## config.mk

```make
export PLATFORM = sky130hd
export DESIGN_NAME = alu_led_reader
export DESIGN_NICKNAME = d
export VERILOG_FILES = /design/src/rtl/alu_pkg.sv /design/src/rtl/led_settle_timer.sv /design/src/rtl/alu_led_reader.sv
export SDC_FILE = /design/constraint.sdc
export NUM_CORES = 1
export LEC_CHECK = 0
export CAP_MARGIN = 30
export CORE_MARGIN = 4
export CORE_UTILIZATION = 40
export DETAILED_ROUTE_END_ITERATION = 16
export PLACE_DENSITY = 0.63
export SKIP_LAST_GASP = 1
export SYNTH_ARGS = -nofsm -noshare
export SYNTH_HDL_FRONTEND = slang
export SYNTH_HIERARCHICAL = 1
export SYNTH_SLANG_ARGS = --single-unit
```

## constraint.sdc

```tcl
create_clock -name clk -period 2.7 [get_ports clk]
set_input_delay 0.27 -clock clk [delete_from_list [all_inputs] [get_ports clk]]
set_output_delay 0.27 -clock clk [all_outputs]
set_load 0.005 [all_outputs]
```

## src/rtl/alu_pkg.sv

```systemverilog
// Shared constants for the ALU board interface: op codes, LED byte
// selectors and the reader state encoding.
package alu_pkg;

    localparam logic [2:0] OP_AND = 3'd0;
    localparam logic [2:0] OP_OR  = 3'd1;
    localparam logic [2:0] OP_XOR = 3'd2;
    localparam logic [2:0] OP_NOR = 3'd3;
    localparam logic [2:0] OP_ADD = 3'd4;
    localparam logic [2:0] OP_SUB = 3'd5;
    localparam logic [2:0] OP_SLT = 3'd6;
    localparam logic [2:0] OP_SLL = 3'd7;

    localparam logic [2:0] LED_SEL_BYTE0 = 3'd0;
    localparam logic [2:0] LED_SEL_BYTE1 = 3'd1;
    localparam logic [2:0] LED_SEL_BYTE2 = 3'd2;
    localparam logic [2:0] LED_SEL_BYTE3 = 3'd3;
    localparam logic [2:0] LED_SEL_FLAGS = 3'd4;
    localparam int unsigned NUM_LED_SEL  = 5;

    typedef enum logic {
        ST_IDLE = 1'b0,
        ST_READ = 1'b1
    } state_t;

    // Hold-counter width: max(1, clog2(settle+1)).
    function automatic int unsigned cnt_width(input int unsigned settle);
        return (settle == 0) ? 1 : $clog2(settle + 1);
    endfunction

endpackage

```

## src/rtl/led_settle_timer.sv

```systemverilog
// Hold counter for one selector value. Counts up to SETTLE_CYCLES and
// stops there; o_expired marks the last cycle of the hold window.
module led_settle_timer
    import alu_pkg::*;
#(
    parameter int unsigned SETTLE_CYCLES = 2
) (
    input  logic clk,
    input  logic rst_n,
    input  logic i_clear,
    input  logic i_enable,
    output logic o_expired
);

    localparam int unsigned CW = cnt_width(SETTLE_CYCLES);
    localparam logic [CW-1:0] LAST = CW'(SETTLE_CYCLES);

    logic [CW-1:0] r_cnt;

    assign o_expired = (r_cnt == LAST);

    // Count while enabled until the hold window ends; clear restarts it.
    always_ff @(posedge clk or negedge rst_n) begin
        if (!rst_n) begin
            r_cnt <= '0;
        end else if (i_clear) begin
            r_cnt <= '0;
        end else if (i_enable && !o_expired) begin
            r_cnt <= r_cnt + CW'(1);
        end
    end

endmodule

```

## src/rtl/alu_led_reader.sv

```systemverilog
// Reader end of the ALU board interface: steps c_led_sw through the five
// LED bytes, samples led at the end of each hold window and presents the
// reassembled result/flags with a one-cycle done pulse.
module alu_led_reader
    import alu_pkg::*;
#(
    parameter int unsigned SETTLE_CYCLES = 2
) (
    input  logic        clk,
    input  logic        rst_n,
    input  logic        start,
    input  logic [2:0]  alu_op_in,
    input  logic [2:0]  ab_sel_in,
    output logic [2:0]  alu_op,
    output logic [2:0]  ab_sw,
    output logic [2:0]  c_led_sw,
    input  logic [7:0]  led,
    output logic        busy,
    output logic        done,
    output logic [31:0] result,
    output logic [7:0]  flags
);

    localparam logic [2:0] LAST_SLOT = 3'(NUM_LED_SEL - 1);

    state_t      r_state;
    logic [2:0]  r_idx;
    logic [31:0] r_shadow;
    logic        w_expired;
    logic        w_clear;
    logic        w_enable;

    assign w_enable = (r_state == ST_READ);
    assign w_clear  = ((r_state == ST_IDLE) && start) ||
                      ((r_state == ST_READ) && w_expired);

    led_settle_timer #(
        .SETTLE_CYCLES (SETTLE_CYCLES)
    ) u_timer (
        .clk       (clk),
        .rst_n     (rst_n),
        .i_clear   (w_clear),
        .i_enable  (w_enable),
        .o_expired (w_expired)
    );

    // Read sequencer: latch request, walk selectors, capture, publish.
    always_ff @(posedge clk or negedge rst_n) begin
        if (!rst_n) begin
            r_state  <= ST_IDLE;
            r_idx    <= '0;
            r_shadow <= '0;
            alu_op   <= '0;
            ab_sw    <= '0;
            c_led_sw <= '0;
            busy     <= 1'b0;
            done     <= 1'b0;
            result   <= '0;
            flags    <= '0;
        end else begin
            done <= 1'b0;
            case (r_state)
                ST_IDLE: begin
                    if (start) begin
                        alu_op   <= alu_op_in;
                        ab_sw    <= ab_sel_in;
                        c_led_sw <= LED_SEL_BYTE0;
                        r_idx    <= '0;
                        busy     <= 1'b1;
                        r_state  <= ST_READ;
                    end
                end
                ST_READ: begin
                    if (w_expired) begin
                        if (r_idx == LAST_SLOT) begin
                            // Flags byte is taken straight from led so the
                            // whole word is published on this single edge.
                            result  <= r_shadow;
                            flags   <= led;
                            done    <= 1'b1;
                            busy    <= 1'b0;
                            r_state <= ST_IDLE;
                        end else begin
                            r_shadow[{r_idx[1:0], 3'b000} +: 8] <= led;
                            r_idx    <= r_idx + 3'd1;
                            c_led_sw <= r_idx + 3'd1;
                        end
                    end
                end
                default: r_state <= ST_IDLE;
            endcase
        end
    end

endmodule

```

==> impl_results.md, run 1 <==
* Largest area contributor in the netlist: dfrtp_1
* FF-to-FF End: r_shadow[8]
* Origin of the worst setup path: r_idx[0]
* Placer Congestion at 0.791
* Cell count after synthesis at 297
* Synth Area in XOR/XNOR at 0%
* Max_cap viols at 0
* Fillers at 798
* P per Cell Area at 1100 nW/um2
* Count of clock tree sinks at 86
* FF/Latch Area at 2150 um2
* H-tree levels at 3
* Synth-to-layout area growth at 26.7%
* DR WL/cell at 15.0 um
* VDD IR max at 0.420 mV
* RSZ-0062 raised after global routing: no
* Drt via density at 4.64
* Mapped Area at 3810 um2
* Hold Startpoint: alu_op_in[2]
* Skew-Pair Late Insertion Delay at 0.35 ns
* Post-CTS Setup Inserts at 0
* Grt ovf at 0
* Hold path depth at 3
* Most common cell after layout, fill and taps aside: dfrtp_1
* Top cells by area, synth: dfrtp_1 57%, mux2_4 15%, nand2_1 5.9%, mux2i_1 5.8%, inv_1 2.6%
* Sequential area share after synthesis at 56.5%
* Num CTS Buffers at 9
* Complex-gate fraction of the synthesized area at 2.04%
* Num ports at 68
* Slew Viols, Final at 0
* Max Freq at 444 MHz
* Cell count of the worst reg-to-reg path at 5
* Syn_nets at 321
* Die Y at 106 um
* Fin nets at 390
* Layout cells sized above 1 at 18.6%
* Initial antenna violation count at 0
* HP Class: in -> reg
* Initial Utilization at 41.2%
* Power, Total at 5300 uW
* Synth warn at 6
* Data required time of the worst path at 2.94 ns
* Post-Route Setup TNS at 0 ns
* DRT Pass-1 Iters at 4
* IO buf count at 67
* CP max-delay cell: dfrtp_1
* Residual DRC at 0
* DIE AREA at 11100 um2
* Worst-path maximum fanout at 12
* Synth Area in Simple Gates at 11.3%
* Status: finished clean
* Synth top area share at 56.5%
* Dpl hpwl at 5.09 mm
* Final Hold Vio Count at 0
* Least-Margin Pin Slew at 0.700 ns
* Worst clock skew at 0.0147 ns
* Core area at 9240 um2
* Post-synthesis mux area share at 22.6%
* R2r startpoint: r_idx[0]
* Total GRT Usage at 14.0%
* Most frequent cells in the layout: 86 x dfrtp_1, 66 x clkdlybuf4s50_1, 60 x nand2_1
* Leak at 0.00228 uW
* Bufs on Longest Clock Path at 2
* Clock transition at path regs at 0.09 ns
* WHS Endpoint: alu_op[2]
* Clk root buf: clkbuf_8
* Chip width at 106 um
* CP peak stage delay at 0.57 ns
* Final Cycle Share at 83.4%
* ANT nets after route at 0
* Number of DRC markers in iteration 0 at 100
* Startpoint Class: flip-flop
* Synth Register Bits at 86
* Setup crit end kind: flip-flop
* Critical path arrival at 2.49 ns
* Crit Path Class: reg -> reg
* CTS tree: yes
* Vias in the first global route at 2350
* R2r setup slk at 0.45 ns
* Critical path cell sequence: inv_1, ha_1, nand2_1, and3_1, mux2_2
* Multi-input gate area at 1460 um2
* First-pass GRT wire length at 12.2 mm
* Largest net degree at the start of global routing at 46
* Tmin final at 2.25 ns
* Netlist cell types at 31
* Largest family of logic cells by synthesized area: multiplexers
* FP Rows at 35
* Routed vias at 2321
* Slew HR at 53.2%
* Antenna cells at 0
* Syn Area/Cell at 12.8 um2
* Finish-stage setup viols at 0
* Post-synthesis adder-cell area fraction at 2.30%
* Final Routed Wirelength at 7.49 mm
## sequential cells by signal (all words and copies together), names as in the netlist
name and count:
result 32, u_timer/r_cnt 2, done 1, ab_sw 3, r_shadow 32, busy 1
r_idx 3, alu_op 3, flags 8, r_state 1
## worst max-delay path by stage
| stage | end | slack [ns] | cells past startpoint |
|---|---|---|---|
| final | r_shadow[8] | 0.45 | 5 |
| after global routing | r_shadow[8] | 0.32 | 5 |
| after detailed placement | r_shadow[9] | 0.46 | 5 |
| after CTS | r_shadow[8] | 0.45 | 5 |
| after floorplan | r_shadow[8] | 0.81 | 8 |
| after global placement | r_shadow[9] | 0.56 | 5 |
## synthesized netlist by cell type, drive strengths merged
master / count
and2: 1
nor3: 1
nand4b: 1
nand2: 60
nor2b: 5
nand3: 3
nor3b: 2
buf: 10
o21a: 1
nand2b: 1
ha: 7
inv: 26
a21oi: 2
nor2: 2
dfrtp: 86
a21o: 1
and3: 5
and4b: 1
and4bb: 1
mux2i: 22
mux2: 44
o21ai: 9
nor4b: 2
clkbuf: 3
o31ai: 1
## stage by stage
stage	instance area, um2	utilization (%)	instances	worst slack [ns]	hold WS, ns
6_report	4820	52.2	500	0.447	0.441
5_1_grt	4820	52.2	500	0.316	0.433
4_1_cts	4820	52.2	500	0.450	0.433
3_5_place_dp	4590	49.7	483	0.455	0.308
3_3_place_gp	4560	49.4	482	0.556	0.458
2_1_floorplan	3810	-	297	0.814	-0.0256
## layout make-up
| type | count | share of cell area, % |
|---|---|---|
| Timing Repair Buffer | 71 | 15.2 |
| Tap cell | 129 | 3.35 |
| Multi-Input combinational cell | 172 | 30.2 |
| Sequential cell | 86 | 44.6 |
| Inverter | 26 | 2.02 |
| Clock buffer | 11 | 2.93 |
| Clock inverter | 5 | 1.71 |
## cell families after synthesis
| kind of cell | after synthesis |
|---|---|
| flip-flops | 86 |
| AO/OA/AOI/OAI | 14 |
| adder cells (fa/ha/maj) | 7 |
| AND/OR/NAND/NOR | 85 |
| buffers and inverters | 39 |
| multiplexers | 66 |
## power by group
part           switching (uW)  internal (uW)
clock                     458            549
sequential                346           1830
combinational             774           1340
total                    1580           3720
## timing repair
item	4_1_cts	5_1_grt
gates resized for setup	0	0
endpoints found under the hold margin	41	0
hold buffers	1	0
## per-layer routing
layer  vias up  wire [um]  GRT usage (%)
li1       1112          -              -
met1      1141       3670           19.3
met2        59       3200           19.8
met3         9        449           4.59
met4         0        166           6.57
met5         -          0              0
## worst max-delay path, delay by kind of cell (launching register included)
kind	cells	cell delay, ns
mux	1	0.38
flops	1	0.57
fa+ha+maj	1	0.38
buf+inv	1	0.17
simple gates	2	0.65
(Power assumes the default switching activity.)
==> inputs of run 2 (changes only) <==
--- a/config.mk
+++ b/config.mk
@@ -9,7 +9,7 @@
 export CORE_MARGIN = 4
 export CORE_UTILIZATION = 40
 export DETAILED_ROUTE_END_ITERATION = 16
-export PLACE_DENSITY = 0.63
+export PLACE_DENSITY = 0.66
 export SKIP_LAST_GASP = 1
 export SYNTH_ARGS = -nofsm -noshare
 export SYNTH_HDL_FRONTEND = slang
==> constraint.sdc (replaced) <==
create_clock -name clk -period 2 [get_ports clk]
set_input_delay 0.2 -clock clk [delete_from_list [all_inputs] [get_ports clk]]
set_output_delay 0.2 -clock clk [all_outputs]
set_load 0.005 [all_outputs]
==> run 2 against run 1 <==
  * Worst hold slack worse by 0.11 ns
  * Clock power rose by 26%
  * Final area is 1.1% higher
  * Largest cell class unchanged
  * First-iteration DRC count decreased by 11%
  * Clock skew is 0.0050 ns lower
  * Wire length grew 1.9%
  * Critical path depth did not move
  * Global-route usage rose by 0.57 points
  * Via count rose by 0.47%
  * Highest routed layer unchanged
  * Register-to-register slack worse by 0.27 ns
==> impl_results.md, run 2 (synthesis results as in run 1) <==
* Status: finished clean (unchanged)
* CP max-delay cell: and3_1 (was dfrtp_1)
* DRT Pass-1 Iters at 4 (unchanged)
* Layout cells sized above 1 at 20.5% (was 18.6%)
* Slew HR at 67.6% (was 53.2%)
* DR WL/cell at 15.0 um (about the same)
* Least-Margin Pin Slew at 0.486 ns (was 0.700 ns)
* Bufs on Longest Clock Path at 2 (unchanged)
* Final Routed Wirelength at 7.63 mm (was 7.49 mm)
* Skew-Pair Late Insertion Delay at 0.35 ns (about the same)
* First-pass GRT wire length at 12.8 mm (was 12.2 mm)
* Crit Path Class: reg -> reg (unchanged)
* Int Pwr at 5050 uW (was 3720 uW)
* CP delay by family, top: simple AND/OR/NAND/NOR gates (unchanged)
* Num ports at 68 (unchanged)
* Tmin final at 1.82 ns (was 2.25 ns)
* FP Rows at 35 (unchanged)
* Synth-to-layout area growth at 28.2% (was 26.7%)
* Met2 Wirelength at 3.51 mm (was 3.20 mm)
* Setup crit end kind: flip-flop (unchanged)
* VDD IR max at 0.667 mV (was 0.420 mV)
* Sw frac at 29.7% (was 29.8%)
* Most frequent cells in the layout: 86 x dfrtp_1, 66 x clkdlybuf4s50_1, 60 x nand2_1 (unchanged)
* Top layer in use: met4 (unchanged)
* Wl on met1 at 3.56 mm (was 3.67 mm)
* ANT nets after route at 0 (unchanged)
* Drt via density at 4.58 (was 4.64)
* CTS tree: yes (unchanged)
* Most common cell after layout, fill and taps aside: dfrtp_1 (unchanged)
* Max Freq at 550 MHz (was 444 MHz)
* Finish-stage setup viols at 0 (unchanged)
* Antenna cells at 0 (unchanged)
* Slew Viols, Final at 0 (unchanged)
* Core area at 9240 um2 (unchanged)
* Seq pwr share at 40.5% (was 41.1%)
* Dpl cells at 493 (was 483)
* Post-Route Setup TNS at 0 ns (unchanged)
* Max_cap viols at 0 (unchanged)
* Worst clock skew at 0.00963 ns (was 0.0147 ns)
* HP Class: in -> async (was in -> reg)
* Placer Congestion at 0.737 (was 0.791)
* DP Area at 4660 um2 (was 4590 um2)
* Clk root buf: clkbuf_8 (unchanged)
* P per Cell Area at 1470 nW/um2 (was 1100 nW/um2)
* Initial Utilization at 41.2% (unchanged)
* Combinational Power Share at 41.8% (was 39.9%)
* Dpl hpwl at 5.44 mm (was 5.09 mm)
* Residual DRC at 0 (unchanged)
* Leak at 0.00232 uW (was 0.00228 uW)
* Routed vias at 2332 (was 2321)
* RSZ-0062 raised after global routing: no (unchanged)
* Critical path cell sequence: inv_1, ha_1, nand2_1, and3_1, mux2i_1 (was inv_1, ha_1, nand2_1, and3_1, mux2_2)
* Setup slack at placement at 0.148 ns (was 0.455 ns)
* Critical path arrival at 2.08 ns (was 2.49 ns)
* CP peak stage delay at 0.49 ns (was 0.57 ns)
* Fin nets at 400 (was 390)
* Chip width at 106 um (unchanged)
* NetSw at 2130 uW (was 1580 uW)
* Clock share of power at 17.7% (was 19.0%)
* IO buf count at 67 (unchanged)
* Grt ovf at 0 (unchanged)
* Die Y at 106 um (unchanged)
* Final core utilization at 52.8% (was 52.2%)
* WP buf/inv at 1 (unchanged)
* Count of clock tree sinks at 86 (unchanged)
* Initial antenna violation count at 0 (unchanged)
* H-tree levels at 3 (unchanged)
* Clock transition at path regs at 0.08 ns (was 0.09 ns)
* Final Hold Vio Count at 0 (unchanged)
* Num CTS Buffers at 9 (unchanged)
* Total GRT Usage at 14.5% (was 14.0%)
* Vias in the first global route at 2482 (was 2350)
* Worst-path maximum fanout at 8 (was 12)
* Biggest regs: r_shadow: 32 flops, result: 32 flops, flags: 8 flops (unchanged)
* Final Worst Setup Slack at 0.180 ns (was 0.447 ns)
* Largest net degree at the start of global routing at 36 (was 46)
* Final Instance Count excl. Fillers at 509 (was 500)
* Startpoint Class: flip-flop (unchanged)
* DIE AREA at 11100 um2 (unchanged)
* DR WL met3 at 512 um (was 449 um)
* Number of DRC markers in iteration 0 at 89 (was 100)
* Final Cycle Share at 91.0% (was 83.4%)
* Data required time of the worst path at 2.26 ns (was 2.94 ns)
* Post-route cell area at 4880 um2 (was 4820 um2)
## run 2: layout make-up
class | count | area (um2)
multi-input cells | 172 | 1470
well taps | 129 | 161
inverters | 26 | 97.6
repair buffers | 81 | 801
clock inverters | 5 | 75.1
fillers | 816 | 4360
clock buffers | 10 | 128
flip-flops and latches | 86 | 2150
## run 2: worst paths after layout
check,slack [ns],endpoint,cells past startpoint,from
setup / recovery,0.18,r_shadow[21],5,r_idx[1]
hold / removal,0.33,result[5],2,rst_n
setup reg to reg,0.18,r_shadow[21],5,r_idx[1]
hold reg to reg,0.48,alu_op[2],2,alu_op[2]
max in group asynchronous,1.03,r_shadow[4],3,rst_n
min in group clk,0.37,alu_op[1],3,alu_op_in[1]
## run 2: per-layer routing
metal	vias to the layer above	track usage, %
met5	-	0
met4	0	3.61
met1	1142	19.3
met3	5	5.39
li1	1129	-
met2	56	22.6
## run 2: through the flow
| stage | hold WS (ns) | power, uW |
|---|---|---|
| floorplan | -0.0956 | 4540 |
| global placement | 0.182 | 5850 |
| detailed placement | 0.186 | 5940 |
| CTS | 0.337 | 7260 |
| global route | 0.348 | 7700 |
| finish | 0.332 | 7180 |
## run 2: power by group through the flow
stage               Clock [uW]  Combinational, uW  Sequential [uW]
CTS                       1320               3020             2930
global route              1400               3280             3020
floorplan                    0               1630             2910
finish                    1270               3000             2910
global placement             0               2930             2930
detailed placement           0               2990             2950
## run 2: what timing repair did
action / in CTS / in global routing
setup endpoints to repair: 0 / 2
hold buffers: 1 / 0
hold endpoints to repair: 33 / 0
gates resized for setup: 0 / 1
buffers inserted: 0 / 0
